--- src/rtl/msx_mem_arbiter_if.sv ---
// Bus bundle between the memory arbiter and its three neighbours: hps_io download,
// Z80 CPU bus and the single-port system RAM.
// cpu_req is a level held with stable we/addr/din until the one-cycle cpu_ack
// (read data valid with it). dl_wr is a one-cycle byte strobe and dl_wait is advisory.
interface msx_mem_arbiter_if #(
  parameter int AW = 16
);
  logic          dl_en;
  logic          dl_wr;
  logic [AW-1:0] dl_addr;
  logic [7:0]    dl_data;
  logic          dl_wait;
  logic          dl_err;
  logic          cpu_req;
  logic          cpu_we;
  logic [AW-1:0] cpu_addr;
  logic [7:0]    cpu_din;
  logic [7:0]    cpu_dout;
  logic          cpu_ack;
  logic [AW-1:0] mem_addr;
  logic [7:0]    mem_din;
  logic          mem_we;
  logic [7:0]    mem_q;
  logic          boot_reset;

  modport slave (
    input  dl_en, dl_wr, dl_addr, dl_data, cpu_req, cpu_we, cpu_addr, cpu_din, mem_q,
    output dl_wait, dl_err, cpu_dout, cpu_ack, mem_addr, mem_din, mem_we, boot_reset
  );

  modport master (
    output dl_en, dl_wr, dl_addr, dl_data, cpu_req, cpu_we, cpu_addr, cpu_din, mem_q,
    input  dl_wait, dl_err, cpu_dout, cpu_ack, mem_addr, mem_din, mem_we, boot_reset
  );
endinterface

--- src/rtl/msx_mem_arbiter.sv ---
// Shares the MSX system RAM between buffered HPS download writes and Z80 accesses,
// and holds the core in boot_reset while an image is loading plus a short tail.
module msx_mem_arbiter #(
  parameter int AW           = 16,
  parameter int FIFO_DEPTH   = 4,
  parameter int MAX_DL_BURST = 8,
  parameter int POST_RST     = 255
) (
  input  logic                clk,
  input  logic                reset,
  msx_mem_arbiter_if.slave    bus,
  output logic [2:0]          dbg_state
);
  localparam int PW = $clog2(FIFO_DEPTH);
  localparam int BW = $clog2(MAX_DL_BURST + 1);
  localparam logic [PW:0]   CNT_FULL  = (PW + 1)'(FIFO_DEPTH);
  localparam logic [PW:0]   CNT_WAIT  = (PW + 1)'(FIFO_DEPTH - 1);
  localparam logic [BW-1:0] BURST_MAX = BW'(MAX_DL_BURST);
  localparam logic [15:0]   POST_VAL  = 16'(POST_RST);

  typedef enum logic [2:0] {IDLE, DL_WR, CPU_RD, CPU_RDQ, CPU_WR} state_t;
  typedef struct packed {
    logic [AW-1:0] addr;
    logic [7:0]    data;
  } dl_entry_t;

  state_t        state_q, state_d;
  dl_entry_t     fifo_mem_q [FIFO_DEPTH];
  dl_entry_t     fifo_mem_d [FIFO_DEPTH];
  dl_entry_t     head;
  logic [PW-1:0] wr_ptr_q, wr_ptr_d, rd_ptr_q, rd_ptr_d;
  logic [PW:0]   count_q, count_d;
  logic [BW-1:0] burst_q, burst_d;
  logic [15:0]   post_cnt_q, post_cnt_d;
  logic          dl_wait_q, dl_wait_d, dl_err_q, dl_err_d, dl_en_prev_q, dl_en_prev_d;
  logic          cpu_ack_q, cpu_ack_d, mem_we_q, mem_we_d, boot_reset_q, boot_reset_d;
  logic [7:0]    cpu_dout_q, cpu_dout_d, mem_din_q, mem_din_d;
  logic [AW-1:0] mem_addr_q, mem_addr_d;
  logic          fifo_empty, fifo_full, push, pop, drop, cpu_req_eff, dl_grant;

  always_comb begin
    fifo_empty   = (count_q == '0);
    fifo_full    = (count_q == CNT_FULL);
    head         = fifo_mem_q[rd_ptr_q];
    // The ack cycle still sees the old request level; it must not start a second access.
    cpu_req_eff  = bus.cpu_req & ~cpu_ack_q;
    dl_grant     = !fifo_empty && (!cpu_req_eff || (burst_q < BURST_MAX));
    pop          = (state_q == DL_WR);
    push         = bus.dl_wr & ~fifo_full;
    drop         = bus.dl_wr & fifo_full;

    fifo_mem_d   = fifo_mem_q;
    wr_ptr_d     = wr_ptr_q;
    rd_ptr_d     = rd_ptr_q;
    count_d      = count_q;
    state_d      = state_q;
    burst_d      = burst_q;
    cpu_ack_d    = 1'b0;
    cpu_dout_d   = cpu_dout_q;
    mem_we_d     = 1'b0;
    mem_addr_d   = mem_addr_q;
    mem_din_d    = mem_din_q;

    if (push) begin
      fifo_mem_d[wr_ptr_q] = {bus.dl_addr, bus.dl_data};
      wr_ptr_d             = wr_ptr_q + 1'b1;
    end
    if (pop) rd_ptr_d = rd_ptr_q + 1'b1;
    case ({push, pop})
      2'b10:   count_d = count_q + 1'b1;
      2'b01:   count_d = count_q - 1'b1;
      default: count_d = count_q;
    endcase

    // Outputs are registered: the memory strobes for a state are loaded on entry to it.
    case (state_q)
      IDLE: begin
        if (dl_grant) begin
          state_d    = DL_WR;
          mem_we_d   = 1'b1;
          mem_addr_d = head.addr;
          mem_din_d  = head.data;
        end else if (cpu_req_eff && bus.cpu_we) begin
          state_d    = CPU_WR;
          mem_we_d   = 1'b1;
          mem_addr_d = bus.cpu_addr;
          mem_din_d  = bus.cpu_din;
        end else if (cpu_req_eff) begin
          state_d    = CPU_RD;
          mem_addr_d = bus.cpu_addr;
        end
      end
      DL_WR: begin
        state_d = IDLE;
        if (!cpu_req_eff)             burst_d = '0;
        else if (burst_q != BURST_MAX) burst_d = burst_q + 1'b1;
      end
      CPU_WR: begin
        state_d   = IDLE;
        cpu_ack_d = 1'b1;
        burst_d   = '0;
      end
      CPU_RD: state_d = CPU_RDQ;
      CPU_RDQ: begin
        state_d    = IDLE;
        cpu_dout_d = bus.mem_q;
        cpu_ack_d  = 1'b1;
        burst_d    = '0;
      end
      default: state_d = IDLE;
    endcase

    dl_wait_d    = (count_d >= CNT_WAIT);
    dl_en_prev_d = bus.dl_en;
    dl_err_d     = dl_err_q;
    if (bus.dl_en && !dl_en_prev_q) dl_err_d = 1'b0;
    if (drop)                       dl_err_d = 1'b1;

    // Tail counter: the first idle cycle already counts as one of the POST_RST cycles.
    if (bus.dl_en || !fifo_empty) begin
      post_cnt_d   = POST_VAL;
      boot_reset_d = 1'b1;
    end else if (post_cnt_q > 16'd1) begin
      post_cnt_d   = post_cnt_q - 16'd1;
      boot_reset_d = 1'b1;
    end else begin
      post_cnt_d   = '0;
      boot_reset_d = 1'b0;
    end
  end

  always_ff @(posedge clk) begin
    fifo_mem_q <= fifo_mem_d;
    if (reset) begin
      state_q      <= IDLE;
      wr_ptr_q     <= '0;
      rd_ptr_q     <= '0;
      count_q      <= '0;
      burst_q      <= '0;
      post_cnt_q   <= POST_VAL;
      dl_wait_q    <= 1'b0;
      dl_err_q     <= 1'b0;
      dl_en_prev_q <= 1'b0;
      cpu_ack_q    <= 1'b0;
      cpu_dout_q   <= '0;
      mem_we_q     <= 1'b0;
      mem_addr_q   <= '0;
      mem_din_q    <= '0;
      boot_reset_q <= 1'b1;
    end else begin
      state_q      <= state_d;
      wr_ptr_q     <= wr_ptr_d;
      rd_ptr_q     <= rd_ptr_d;
      count_q      <= count_d;
      burst_q      <= burst_d;
      post_cnt_q   <= post_cnt_d;
      dl_wait_q    <= dl_wait_d;
      dl_err_q     <= dl_err_d;
      dl_en_prev_q <= dl_en_prev_d;
      cpu_ack_q    <= cpu_ack_d;
      cpu_dout_q   <= cpu_dout_d;
      mem_we_q     <= mem_we_d;
      mem_addr_q   <= mem_addr_d;
      mem_din_q    <= mem_din_d;
      boot_reset_q <= boot_reset_d;
    end
  end

  assign bus.dl_wait    = dl_wait_q;
  assign bus.dl_err     = dl_err_q;
  assign bus.cpu_dout   = cpu_dout_q;
  assign bus.cpu_ack    = cpu_ack_q;
  assign bus.mem_addr   = mem_addr_q;
  assign bus.mem_din    = mem_din_q;
  assign bus.mem_we     = mem_we_q;
  assign bus.boot_reset = boot_reset_q;
  assign dbg_state      = state_q;
endmodule
--- src/flat_wrapper.sv ---
// flat-port wrapper written by rule: the top's interface ports become plain ports
module msx_mem_arbiter_flat 
#(
  parameter int AW           = 16,
  parameter int FIFO_DEPTH   = 4,
  parameter int MAX_DL_BURST = 8,
  parameter int POST_RST     = 255
)
  (clk, reset, dbg_state, bus_dl_en, bus_dl_wr, bus_dl_addr, bus_dl_data, bus_cpu_req, bus_cpu_we, bus_cpu_addr, bus_cpu_din, bus_mem_q, bus_dl_wait, bus_dl_err, bus_cpu_dout, bus_cpu_ack, bus_mem_addr, bus_mem_din, bus_mem_we, bus_boot_reset);
  msx_mem_arbiter_if #(.AW(AW)) bus_i ();
  input  logic clk;
  input  logic reset;
  output logic [2:0] dbg_state;
  input wire logic [$bits(bus_i.dl_en)-1:0] bus_dl_en;
  input wire logic [$bits(bus_i.dl_wr)-1:0] bus_dl_wr;
  input wire logic [$bits(bus_i.dl_addr)-1:0] bus_dl_addr;
  input wire logic [$bits(bus_i.dl_data)-1:0] bus_dl_data;
  input wire logic [$bits(bus_i.cpu_req)-1:0] bus_cpu_req;
  input wire logic [$bits(bus_i.cpu_we)-1:0] bus_cpu_we;
  input wire logic [$bits(bus_i.cpu_addr)-1:0] bus_cpu_addr;
  input wire logic [$bits(bus_i.cpu_din)-1:0] bus_cpu_din;
  input wire logic [$bits(bus_i.mem_q)-1:0] bus_mem_q;
  output wire logic [$bits(bus_i.dl_wait)-1:0] bus_dl_wait;
  output wire logic [$bits(bus_i.dl_err)-1:0] bus_dl_err;
  output wire logic [$bits(bus_i.cpu_dout)-1:0] bus_cpu_dout;
  output wire logic [$bits(bus_i.cpu_ack)-1:0] bus_cpu_ack;
  output wire logic [$bits(bus_i.mem_addr)-1:0] bus_mem_addr;
  output wire logic [$bits(bus_i.mem_din)-1:0] bus_mem_din;
  output wire logic [$bits(bus_i.mem_we)-1:0] bus_mem_we;
  output wire logic [$bits(bus_i.boot_reset)-1:0] bus_boot_reset;
  assign bus_i.dl_en = bus_dl_en;
  assign bus_i.dl_wr = bus_dl_wr;
  assign bus_i.dl_addr = bus_dl_addr;
  assign bus_i.dl_data = bus_dl_data;
  assign bus_i.cpu_req = bus_cpu_req;
  assign bus_i.cpu_we = bus_cpu_we;
  assign bus_i.cpu_addr = bus_cpu_addr;
  assign bus_i.cpu_din = bus_cpu_din;
  assign bus_i.mem_q = bus_mem_q;
  assign bus_dl_wait = bus_i.dl_wait;
  assign bus_dl_err = bus_i.dl_err;
  assign bus_cpu_dout = bus_i.cpu_dout;
  assign bus_cpu_ack = bus_i.cpu_ack;
  assign bus_mem_addr = bus_i.mem_addr;
  assign bus_mem_din = bus_i.mem_din;
  assign bus_mem_we = bus_i.mem_we;
  assign bus_boot_reset = bus_i.boot_reset;
  msx_mem_arbiter #(.AW(AW), .FIFO_DEPTH(FIFO_DEPTH), .MAX_DL_BURST(MAX_DL_BURST), .POST_RST(POST_RST)) u_core (.clk(clk), .reset(reset), .bus(bus_i), .dbg_state(dbg_state));
endmodule
--- config.mk ---
export PLATFORM = sky130hd
export DESIGN_NAME = msx_mem_arbiter_flat
export DESIGN_NICKNAME = d
export VERILOG_FILES = /design/src/rtl/msx_mem_arbiter_if.sv /design/src/rtl/msx_mem_arbiter.sv /design/src/flat_wrapper.sv
export SDC_FILE = /design/constraint.sdc
export NUM_CORES = 1
export LEC_CHECK = 0
export CAP_MARGIN = 20
export CORE_MARGIN = 8
export CORE_UTILIZATION = 35
export CTS_CLUSTER_SIZE = 12
export DETAILED_ROUTE_END_ITERATION = 16
export DONT_BUFFER_PORTS = 1
export GPL_TIMING_DRIVEN = 1
export PLACE_DENSITY_LB_ADDON = 0.05
export SLEW_MARGIN = 10
export SYNTH_ARGS = -nofsm -noshare
export SYNTH_HDL_FRONTEND = slang
export SYNTH_SLANG_ARGS = --single-unit
--- constraint.sdc ---
create_clock -name clk -period 2.54 [get_ports clk]
set_clock_uncertainty 0.05 [all_clocks]
set_input_delay 0.508 -clock clk [delete_from_list [all_inputs] [get_ports clk]]
set_output_delay 0.508 -clock clk [all_outputs]
set_load 0.02 [all_outputs]
==> results.py <==
metrics = {
    "status": {
        "status": "finished clean",
    },
    "layout": {
        "drive_gt1_share_pct": 16.8,
        "fillerInstances": 1695,
        "antenna_cells": 0,
        "multiInputGateArea_sq_mm": 0.00215,
        "final_cell_area_sq_mm": 0.00749,
        "final-seq-area_sq_mm": 0.00425,
        "area_growth_pct": 14.2,
        "layout.nets": 559,
    },
    "floorplanning": {
        "fp-row-count": 50,
        "die_height_microns": 153,
        "fp.dieW_microns": 153,
        "dieArea_sq_mm": 0.0234,
        "start_util_pct": 35.4,
        "core_area_sq_mm": 0.0185,
        "io-pin-count": 102,
    },
    "synth": {
        "syn_inst": 471,
        "synth_area_sq_mm": 0.00656,
        "yosysWarnings": 0,
        "yosysMostFrequentCell": "edfxtp_1",
        "syn_avg_cell_area_sq_um": 13.9,
        "syn_nets": 543,
        "synthDistinctLibCells": 53,
        "async_flop_share_pct": 0,
        "synth_edf_count": 96,
        "yosys-top-cells-count": "96 x edfxtp_1, 68 x dfxtp_1, 63 x nor2_1",
        "ys_ff_latch": 164,
        "synthTopCellsByArea": "edfxtp_1 44%, dfxtp_1 21%, mux4_2 8.2%, nor2_1 3.6%, nand2_1 2.2%",
        "yosysSeqAreaShare_pct": 64.7,
        "yosysTopAreaCell": "edfxtp_1",
        "ys.flop_type": "edfxtp_1",
        "yosys.area.top_type_share_pct": 44.0,
    },
    "grt": {
        "met2_usage_pct": 21.9,
        "grt_use_total_pct": 13.0,
        "grt_pass1_wl_mm": 22.9,
        "busiest_layer": "met2",
        "grtUsageMet1_pct": 14.7,
        "antenna_found_initial": 0,
        "grt_pass1_vias": 3895,
        "grt_use_met3_pct": 5.36,
        "grt_max_degree": 49,
        "gr-total-overflow": 0,
    },
    "place": {
        "place.gp.congestion": 0.734,
        "place_area_sq_mm": 0.00689,
        "io_buffers": 0,
        "hpwl_mm": 9.74,
        "place_ws_ns": 0.396,
    },
    "pwr": {
        "leakagePower_nw": 2.59,
        "irDropWorstVdd_mv": 0.470,
        "powerDensity_mw_per_mm2": 1100,
        "finalPower_mw": 8.22,
    },
    "worst_hold_path": {
        "hold_class": "in -> reg",
    },
    "setup_path": {
        "worst_ep_required_time_ns": 2.85,
        "worstPathArrival_ns": 2.44,
        "cp_max_fo": 5,
        "start_kind": "flop",
        "critPathKind": "reg -> reg",
        "endpoint_kind": "flop",
    },
    "timing": {
        "timing.final.crit_share_pct": 83.9,
        "fin_crit_ns": 2.13,
        "rsz0062_at_grt": "no",
        "hold_viol_final": 0,
        "fmax_mhz": 469,
        "fin_setup_tns_ns": 0,
        "setup_viol": 0,
        "setup_slack_ns": 0.409,
        "final_max_slew_viol_count": 0,
        "hold_slack_ns": 0.103,
        "slew_headroom_pct": 48.0,
        "worst_slew_pin_slew_ns": 0.780,
    },
    "clock_tree": {
        "cts_buffers": 17,
        "cts_tree": "built",
        "clockBufferDepth": 2,
        "ctsResizeCount": 0,
        "clk_pin_slew_worst_paths_ns": 0.06,
        "htreeDepth": 4,
        "cts_root_buf": "clkbuf_16",
        "clkLatencyLatePin_ns": 0.42,
        "hold_buffers": 0,
        "post_cts.repair.setup_buffers": 0,
        "clkSinkCount": 164,
    },
    "route": {
        "wl_per_cell_microns": 19.9,
        "antenna_left": 0,
        "vias": 3701,
        "drtPass1Iterations": 4,
        "drt-initial-drc-count": 134,
        "finalWirelength_mm": 14.6,
        "drc": 0,
        "vias_per_cell": 5.04,
    },
    "flow_run": {
        "maxCapViolCount": 0,
    },
}
[final cells by class]
type / count / share of cell area [%]
sequential: 164 / 56.7
multi-input combinational: 269 / 28.7
clock buffer: 21 / 6.01
tap: 234 / 3.91
clock inverter: 11 / 2.04
timing repair buffer: 16 / 1.77
inverter: 19 / 0.952
[layout by cell type, fill, tap and decap left out, drive strengths merged, types with 4 or more instances in the layout]
cell / instances
nand4: 5
o21ai: 14
nand2: 40
nor2: 63
a311oi: 16
dfxtp: 68
mux4: 24
nand3: 7
xnor2: 5
clkbuf: 21
xor2: 13
buf: 16
edfxtp: 96
mux2i: 10
and2: 4
a2111oi: 8
clkinv: 5
a21oi: 6
ha: 9
nor3: 9
nand3b: 5
nor4: 4
inv: 20
[per-layer routing]
metal  up-vias  share of wire (%)
li1       1778                  -
met1      1834                 42
met2        75                 50
met3        14                6.6
met4         0                1.3
met5         -                  0
[power breakdown]
part | total (mW) | switching, mW | leakage [nW] | internal, mW
registers | 3.63 | 0.423 | 1.44 | 3.20
logic | 1.97 | 1.14 | 0.862 | 0.831
clock network | 2.62 | 1.04 | 0.285 | 1.58
total | 8.22 | 2.60 | 2.59 | 5.61
[state kept, by name (all words and copies together) (netlist names)]
signal                 flops
u_core.fifo_mem_q         96
u_core.bus.mem_addr       16
u_core.post_cnt_q         16
u_core.bus.cpu_dout        8
u_core.bus.mem_din         8
u_core.burst_q             4
u_core.count_q             3
u_core.dbg_state           3
u_core.rd_ptr_q            2
u_core.wr_ptr_q            2
u_core.bus.boot_reset      1
u_core.bus.cpu_ack         1
u_core.bus.dl_err          1
u_core.bus.dl_wait         1
u_core.bus.mem_we          1
u_core.dl_en_prev_q        1
[metrics by stage]
| stage | instances | util (%) |
|---|---|---|
| floorplan | 471 | - |
| global placement | 702 | 37.2 |
| detailed placement | 702 | 37.2 |
| CTS | 734 | 40.5 |
| global route | 734 | 40.5 |
| finish | 734 | 40.5 |
[cells by family after synthesis]
family / synth area share, %
multiplexers: 9.77
flip-flops: 64.7
buffers and inverters: 2.56
adder cells (fa/ha/maj): 2.02
AND/OR/NAND/NOR: 11.4
XOR/XNOR: 2.40
AO/OA/AOI/OAI: 7.10
[path summary, 6_finish.rpt]
path	start	endpoint	slack [ns]	cells past startpoint
setup / recovery	u_core.count_q[0]$_SDFF_PP0_	u_core.bus.dl_wait$_SDFF_PP0_	0.41	10
setup reg to reg	u_core.count_q[0]$_SDFF_PP0_	u_core.bus.dl_wait$_SDFF_PP0_	0.41	10
hold / removal	reset	u_core.dl_en_prev_q$_SDFF_PP0_	0.10	1
hold reg to reg	u_core.burst_q[0]$_SDFFE_PP0P_	u_core.burst_q[0]$_SDFFE_PP0P_	0.45	2
[worst max-delay path, cell delays in order (launching register included)]
cell and delay (ns):
dfxtp_1 0.34, nor2_1 0.14, a21boi_1 0.10, inv_1 0.07, ha_1 0.17, inv_1 0.06, fa_1 0.38, xor2_1 0.16
or3_1 0.31, a21oi_1 0.19, a21o_1 0.11
No activity file was read; power rests on OpenSTA's default activity.
